--- config.mk ---
export PLATFORM = sky130hd
export DESIGN_NAME = sram_mem_responder
export DESIGN_NICKNAME = d
export VERILOG_FILES = /design/src/rtl/mem_resp_pkg.sv /design/src/rtl/mem_wait_counter.sv /design/src/rtl/sram_mem_responder.sv
export SDC_FILE = /design/constraint.sdc
export NUM_CORES = 1
export LEC_CHECK = 0
export CAP_MARGIN = 40
export CORE_MARGIN = 2
export CORE_UTILIZATION = 40
export DETAILED_ROUTE_END_ITERATION = 6
export PLACE_DENSITY = 0.7
export SLEW_MARGIN = 20
export SYNTH_ARGS = -nofsm -noshare
export SYNTH_HDL_FRONTEND = slang
export SYNTH_SLANG_ARGS = --single-unit
--- constraint.sdc ---
create_clock -name clk -period 2.45 [get_ports clk]
set_input_delay 0.735 -clock clk [delete_from_list [all_inputs] [get_ports clk]]
set_output_delay 0.735 -clock clk [all_outputs]
set_load 0.01 [all_outputs]
--- src/rtl/mem_resp_pkg.sv ---
// Shared types and constants for the SRAM-backed memory responder.
// Holds the FSM state encoding, halfword selects and nominal access latencies.
package mem_resp_pkg;

  typedef enum logic [2:0] {
    IDLE      = 3'd0,
    RD_LO     = 3'd1,
    RD_HI     = 3'd2,
    WR_SETUP  = 3'd3,
    WR_STROBE = 3'd4,
    WR_HOLD   = 3'd5
  } mem_state_e;

  localparam logic HALF_LO = 1'b0;
  localparam logic HALF_HI = 1'b1;

  localparam int DEFAULT_WAITSTATES = 2;

  function automatic int rd_latency(input int w);
    return 2 * w + 2;
  endfunction

  function automatic int wr_latency(input int w);
    return 2 * w + 6;
  endfunction

  // Counter must hold WAITSTATES; a zero-wait build still needs one bit.
  function automatic int wait_cnt_bits(input int w);
    return (w < 1) ? 1 : $clog2(w + 1);
  endfunction

  localparam int RD_LAT = rd_latency(DEFAULT_WAITSTATES);
  localparam int WR_LAT = wr_latency(DEFAULT_WAITSTATES);

endpackage

--- src/rtl/mem_wait_counter.sv ---
// Wait-state down-counter: reloads WAITSTATES on every phase entry and
// flags zero when the current phase may advance.
module mem_wait_counter
  import mem_resp_pkg::*;
#(
  parameter int WAITSTATES = 2
) (
  input  logic clk,
  input  logic reset_n,
  input  logic load,
  output logic zero
);

  localparam int CNTBITS = wait_cnt_bits(WAITSTATES);
  localparam logic [CNTBITS-1:0] LOAD_VAL = CNTBITS'(WAITSTATES);

  logic [CNTBITS-1:0] cnt_reg;

  always_ff @(posedge clk or negedge reset_n) begin
    if (!reset_n) begin
      cnt_reg <= '0;
    end else if (load) begin
      cnt_reg <= LOAD_VAL;
    end else if (cnt_reg != '0) begin
      cnt_reg <= cnt_reg - 1'b1;
    end
  end

  assign zero = (cnt_reg == '0);

endmodule

--- src/rtl/sram_mem_responder.sv ---
// Memory-port responder for hybrid_cache: splits each 32-bit access into two
// 16-bit asynchronous SRAM accesses with programmable wait states.
module sram_mem_responder
  import mem_resp_pkg::*;
#(
  parameter int ADDRBITS      = 32,
  parameter int DATABITS      = 32,
  parameter int SRAM_ADDRBITS = 18,
  parameter int WAITSTATES    = 2
) (
  input  logic                     clk,
  input  logic                     reset_n,
  input  logic [ADDRBITS-1:0]      mem_addr,
  input  logic [DATABITS-1:0]      mem_in,
  output logic [DATABITS-1:0]      mem_out,
  output logic                     mem_out_valid,
  input  logic                     mem_wrreq,
  input  logic                     mem_rdreq,
  output logic [SRAM_ADDRBITS-1:0] sram_addr,
  output logic [15:0]              sram_dq_out,
  input  logic [15:0]              sram_dq_in,
  output logic                     sram_dq_oe,
  output logic                     sram_ce_n,
  output logic                     sram_oe_n,
  output logic                     sram_we_n
);

  localparam int WA = SRAM_ADDRBITS - 1;

  mem_state_e state_reg, state_next;
  logic                     half_reg, half_next;
  logic [WA-1:0]            addr_reg, addr_next;
  logic [DATABITS-1:0]      data_reg, data_next;
  logic [DATABITS-1:0]      mem_out_reg, mem_out_next;
  logic                     valid_reg, valid_next;
  logic [SRAM_ADDRBITS-1:0] sram_addr_reg, sram_addr_next;
  logic [15:0]              dq_out_reg, dq_out_next;
  logic                     dq_oe_reg, dq_oe_next;
  logic                     ce_n_reg, ce_n_next;
  logic                     oe_n_reg, oe_n_next;
  logic                     we_n_reg, we_n_next;
  logic                     wait_load, wait_zero;

  // Bits above the SRAM window and the byte offset do not select storage.
  logic unused_addr_bits;
  assign unused_addr_bits = ^{mem_addr[ADDRBITS-1:SRAM_ADDRBITS+1], mem_addr[1:0]};

  mem_wait_counter #(
    .WAITSTATES(WAITSTATES)
  ) u_wait (
    .clk    (clk),
    .reset_n(reset_n),
    .load   (wait_load),
    .zero   (wait_zero)
  );

  always_comb begin
    state_next   = state_reg;
    half_next    = half_reg;
    addr_next    = addr_reg;
    data_next    = data_reg;
    mem_out_next = mem_out_reg;
    case (state_reg)
      IDLE: begin
        if (mem_wrreq) begin
          state_next = WR_SETUP;
          half_next  = HALF_LO;
          addr_next  = mem_addr[SRAM_ADDRBITS:2];
          data_next  = mem_in;
        end else if (mem_rdreq) begin
          state_next = RD_LO;
          half_next  = HALF_LO;
          addr_next  = mem_addr[SRAM_ADDRBITS:2];
        end
      end
      RD_LO: begin
        if (wait_zero) begin
          state_next      = RD_HI;
          half_next       = HALF_HI;
          data_next[15:0] = sram_dq_in;
        end
      end
      RD_HI: begin
        if (wait_zero) begin
          state_next   = IDLE;
          mem_out_next = {sram_dq_in, data_reg[15:0]};
        end
      end
      WR_SETUP:  state_next = WR_STROBE;
      WR_STROBE: if (wait_zero) state_next = WR_HOLD;
      WR_HOLD: begin
        if (half_reg == HALF_HI) begin
          state_next = IDLE;
        end else begin
          state_next = WR_SETUP;
          half_next  = HALF_HI;
        end
      end
      default: state_next = IDLE;
    endcase
  end

  // Pad controls are decoded from the next state so every strobe leaves a flop.
  always_comb begin
    wait_load      = (state_next != state_reg);
    valid_next     = (state_next == IDLE);
    ce_n_next      = (state_next == IDLE);
    oe_n_next      = !((state_next == RD_LO) || (state_next == RD_HI));
    we_n_next      = (state_next != WR_STROBE);
    dq_oe_next     = (state_next == WR_SETUP) || (state_next == WR_STROBE) ||
                     (state_next == WR_HOLD);
    sram_addr_next = sram_addr_reg;
    dq_out_next    = dq_out_reg;
    if (state_next != IDLE) begin
      sram_addr_next = {addr_next, half_next};
    end
    if (dq_oe_next) begin
      dq_out_next = (half_next == HALF_HI) ? data_next[31:16] : data_next[15:0];
    end
  end

  always_ff @(posedge clk or negedge reset_n) begin
    if (!reset_n) begin
      state_reg     <= IDLE;
      half_reg      <= HALF_LO;
      addr_reg      <= '0;
      data_reg      <= '0;
      mem_out_reg   <= '0;
      valid_reg     <= 1'b1;
      sram_addr_reg <= '0;
      dq_out_reg    <= '0;
      dq_oe_reg     <= 1'b0;
      ce_n_reg      <= 1'b1;
      oe_n_reg      <= 1'b1;
      we_n_reg      <= 1'b1;
    end else begin
      state_reg     <= state_next;
      half_reg      <= half_next;
      addr_reg      <= addr_next;
      data_reg      <= data_next;
      mem_out_reg   <= mem_out_next;
      valid_reg     <= valid_next;
      sram_addr_reg <= sram_addr_next;
      dq_out_reg    <= dq_out_next;
      dq_oe_reg     <= dq_oe_next;
      ce_n_reg      <= ce_n_next;
      oe_n_reg      <= oe_n_next;
      we_n_reg      <= we_n_next;
    end
  end

  assign mem_out       = mem_out_reg;
  assign mem_out_valid = valid_reg;
  assign sram_addr     = sram_addr_reg;
  assign sram_dq_out   = dq_out_reg;
  assign sram_dq_oe    = dq_oe_reg;
  assign sram_ce_n     = ce_n_reg;
  assign sram_oe_n     = oe_n_reg;
  assign sram_we_n     = we_n_reg;

endmodule

# == After elaboration in Yosys (flattened, before gate mapping) ==
# Cells that the tools add are included.
# totals
ff_bits,125
inputBits,84
out_inout_bits,71
wordCells,57
# op_classes
n_addsub,1
eq_ne,12
muxes,21
reduce_logical,11
# op_table
operator,count
two-way mux 17 bit,3
two-way mux 16 bit,3
two-way mux 32 bit,1
case mux 16 bit (2 select lines),1
case mux 3 bit (6 select lines),1
two-way mux 3 bit,5
equality test 3 x 2 -> 1 bit (second input constant),4
equality test 3 bit (second input constant),4
equality test 3 x 1 -> 1 bit (second input constant),2
logical NOT 3 bit,2
two-way mux 2 bit,3
nonzero test 2 bit,2
logical OR 1 bit,3
two-way mux 1 bit,3
inequality test 3 bit,1
inequality test 3 bit (second input constant),1
case mux 1 bit (3 select lines),1
nonzero test 3 bit,1
logical NOT 2 bit,1
AND reduction 2 bit,1
subtractor 2 x 1 -> 2 bit (second input constant),1
logical NOT 1 bit,1

# == Logic depth before layout (Yosys ltp) ==
# depth
word_depth,6
mapped_depth,10
mapped_depth_nobuf,7

# == Cells and area by module ==
# From an unflattened synthesis, not the netlist that was laid out.
# hier_totals
cells_unflattened,370
area_unflattened_um2,5072.4
# by_module_without_submodules
module,instances,cells_per_inst,area_each_um2,seq_area_each_um2
sram_mem_responder,1,361,4977.3,3081.7
mem_wait_counter,1,9,95.1,50.0

# == Worst setup path after synthesis ==
# Ideal clock, no wire load.
# synth_timing
path_type,input to register
start,in mem_wrreq
end,reg sram_addr_reg[10] (netlist: sram_addr[10])
setup_time_ns,0.128
arrival_time_ns,2.257
required_ns,2.322
slack_ns,0.065
stages,6
n_path_buf,1
path_cell_list,or3_1 > o21ai_1 > o31ai_2 > nor3_4 > buf_4 > mux2_1
# synth_via
elab_chain_len,3
word_cells_on_any_way,5
classes_between,mux: 4; reduce/logical: 1
# synth_rtl
element,line,text
"start, declared",sram_mem_responder.sv:17,"input logic mem_wrreq,"
two-way mux 3 bit,sram_mem_responder.sv:65,if (mem_wrreq) begin
case mux 3 bit (6 select lines),sram_mem_responder.sv:63,case (state_reg)
net state_next[0],sram_mem_responder.sv:30,"mem_state_e state_reg, state_next;"
nonzero test 3 bit,sram_mem_responder.sv:114,if (state_next != IDLE) begin
"end signal, assigned",sram_mem_responder.sv:143,sram_addr_reg <= sram_addr_next;
"end, declared",sram_mem_responder.sv:36,"logic [SRAM_ADDRBITS-1:0] sram_addr_reg, sram_addr_next;"
# The timed path passes the listed nets, and every way through them passes these cells.
# A chain may end at the register's enable or synchronous reset.

# == Final worst setup path ==
# layout_timing
start,reg u_wait.cnt_reg[0]
end,reg dq_out_reg[3] (netlist: sram_dq_out[3])
# layout_via
elab_chain_len,6
word_cells_on_any_way,15
classes_between,eq/ne: 3; mux: 9; reduce/logical: 3
# layout_rtl
element,line,text
"start, declared",mem_wait_counter.sv:17,logic [CNTBITS-1:0] cnt_reg;
"start signal, assigned",mem_wait_counter.sv:25,cnt_reg <= cnt_reg - 1'b1;
logical NOT 2 bit (*),mem_wait_counter.sv:29,assign zero = (cnt_reg == '0);
two-way mux 3 bit (on tied branches),"sram_mem_responder.sv:90, sram_mem_responder.sv:77, sram_mem_responder.sv:84",
case mux 3 bit (6 select lines),sram_mem_responder.sv:63,
equality test 3 x 2 -> 1 bit / equality test 3 bit (equally long branches),sram_mem_responder.sv:110,dq_oe_next = (state_next == WR_SETUP) || (state_next == WR_STROBE) ||
logical OR 1 bit (2 in a row),sram_mem_responder.sv:110,
"end signal, assigned",sram_mem_responder.sv:144,dq_out_reg <= dq_out_next;
"end, declared",sram_mem_responder.sv:37,"logic [15:0] dq_out_reg, dq_out_next;"
# Mark *: on every way between the ends. The rest lies on a longest branch, timed or not.

==> results.yml <==
cells_and_area:
  antenna_cells: 0
  drive_above_1_share: 0.249
  fin_nets: 610
  syn_to_final_growth_pct: 49.2
  layout_common_cells: "137 x clkdlybuf4s50_1, 122 x dfrtp_1, 48 x mux2_2, 35 x mux2_1"
  instances_no_fill: 710
  mostFrequentLayoutCell: "clkdlybuf4s50_1"
timing:
  final-setup-viol-count: 0
  period_needed_ns: 2.34
  finalMaxSlewViolations: 0
  skew_ns: 0.00618
  rsz0062_at_grt: "false"
  hold_viol_final: 0
  max_freq_mhz: 427
  fin_crit_sh: 0.956
  slew_headroom: 0.640
  fin_ws_ns: 0.108
  whs_ns: 0.259
  worstMarginPinSlew_ns: 0.540
clocking:
  cts_max_level: 4
  cts_sinks: 125
  cts-root-buf: "clkbuf_16"
  cts-hold-fix-buffers: 0
  insertion_delay_ns: 0.41
  cts_buffer_depth: 2
  path_clk_slew_ns: 0.05
  cts_buffers: 17
  cts_tree: "yes"
critical_path:
  critPathSlowestCell: "a222oi_1"
  reg2reg_depth: 8
  r2r-start: "u_wait.cnt_reg[0]"
  cp-end-kind: "flop"
  crit_buf_inv: 2
  start_kind: "flop"
  worstPathMaxFanout: 10
  cp.required_ns: 2.74
  crit_path_frequent_cell: "mux2i_1"
  rr_endpoint: "sram_dq_out[3]"
  path_cells: "inv_1 -> ha_4 -> mux2i_1 -> or3_4 -> buf_4 -> a222oi_1 -> mux2i_1 -> mux2_2"
  regToRegSetupSlack_ns: 0.11
  slowest_delay_ns: 0.44
  crit_type: "flop to flop"
  crit_family: "multiplexers"
  cp.arrival_ns: 2.63
grt:
  grt_pass1_wl_mm: 18.9
  track_usage: 0.185
  overflow: 0
  grt_start_max_net_pins: 65
  grt_pass1_vias: 3722
  grt_antenna_before_repair: 0
logic_synthesis:
  netlist_area_mm2: 0.00511
  synth_area_leaders: "dfrtp_1 60%, mux2_2 11%, mux2_1 7.7%"
  synth.avg_cell_area_um2: 14.6
  yosys_warnings: 0
  synthCells: 349
  ys_seq_elements: 125
  synth_top_area_cell: "dfrtp_1"
  netlist.area_leader.share: 0.597
  synth_edf_count: 0
  synth-async-reset-ratio: 1.00
  seq_area_frac_synth: 0.613
  ys_types: 37
  syn_nets: 434
  synth_ff_type: "dfrtp_1"
pwr:
  irDropWorstVdd_v: 0.000685
  leakagePower_nw: 3.50
  switching_power_w: 0.00356
  seqPwrFrac: 0.314
  power.share.clock: 0.211
  p_per_area_mw_per_mm2: 1500
  p_sw_frac: 0.311
  p_int_w: 0.00789
  p_total_w: 0.0115
  p_comb_frac: 0.475
routing:
  drc: 0
  post_drt_wl_per_cell_um: 17.1
  via_count: 3481
  drt-vias-per-instance: 4.90
  drtAntennaViolNets: 0
  dr.pass1.iters: 5
  drtIter0Drc: 176
  routed_wl_mm: 12.2
run_status:
  outcome: "finished clean"
placed_design:
  gp_congestion: 0.722
  pre_cts_ws_ns: -0.392
  port_buffers: 139
  place_inst: 672
  hpwl_mm: 8.30
min_path:
  hp-class: "input pin to async pin"
die:
  row_count: 41
  chipHeight_um: 117
  core_area_mm2: 0.0126
  die_area_mm2: 0.0137
  die_x_um: 117
  initial_core_util: 0.407
  io_pins: 155
flow_run:
  cap_violations: 0
## worst max path at each step
| stage | startpoint | end | slack [ns] | cells past startpoint |
|---|---|---|---|---|
| after floorplan | mem_wrreq | sram_addr[10] | 0.07 | 6 |
| after global placement | mem_wrreq | sram_dq_out[7] | -0.37 | 7 |
| after detailed placement | mem_wrreq | sram_dq_out[7] | -0.39 | 7 |
| after CTS | mem_wrreq | sram_dq_out[7] | 0.02 | 7 |
| after global routing | u_wait.cnt_reg[0] | sram_dq_out[0] | 0.008 | 8 |
| final | u_wait.cnt_reg[0] | sram_dq_out[3] | 0.11 | 8 |
## logic make-up after synthesis
kind of cell,count (synthesis),share of synthesized area
xor+xnor,1,0.00171
buf+inv,56,0.0522
fa+ha+maj,1,0.00245
compound gates,28,0.0507
flops,125,0.613
simple gates,21,0.0306
mux,117,0.250
## power by group through the flow
stage	clock network, W	logic, W	registers [W]
after floorplan	0	0.00258	0.00382
after global placement	0	0.00502	0.00358
after detailed placement	0	0.00515	0.00363
after CTS	0.00246	0.00519	0.00361
after global routing	0.00257	0.00588	0.00371
final	0.00242	0.00544	0.00359
## metrics by stage
step | TNS (ns) | cell area (µm²) | utilization
3_5_place_dp | -13.00 | 6930 | 0.551
6_report | 0 | 7630 | 0.607
5_1_grt | 0 | 7630 | 0.607
3_3_place_gp | -12.06 | 6930 | 0.551
4_1_cts | 0 | 7510 | 0.598
2_1_floorplan | 0 | 5110 | -
## routing by layer
layer	GRT usage	part of all wire	up-vias
met5	0	0	-
met4	0.0737	0.016	0
met3	0.0592	0.056	13
met2	0.313	0.52	97
met1	0.219	0.41	1774
li1	-	-	1597
## cell usage after synthesis (all sizes together), types with 2 or more instances
library cell and number:
a222oi 16, buf 18, clkbuf 2, dfrtp 122, dfstp 3, inv 36
mux2 83, mux2i 34, nand2 3, nor2 5, nor3b 2, o21ai 4
o31ai 2, or2 2, or3 3
## cell type report
class                      instances  area, µm²
multi-input combinational        168       1760
inverter                          36        135
clock buffer                      26        529
timing repair buffer             177       1800
fill                             998       4940
clock inverter                     6       55.1
tap                              172        215
sequential                       125       3130
## timing repair
| item | CTS | global route |
|---|---|---|
| gates resized for setup | 0 | 7 |
| hold endpoints to repair | 0 | 0 |
| setup buffers | 0 | 4 |
| endpoints found under the setup margin | 0 | 34 |
## worst register-to-register path: stages (launching register included)
cell,delay (ns)
dfrtp_1,0.39
inv_1,0.11
ha_4,0.18
mux2i_1,0.09
or3_4,0.40
buf_4,0.19
a222oi_1,0.44
mux2i_1,0.14
mux2_2,0.29
Power figures use the tool's default switching activity.
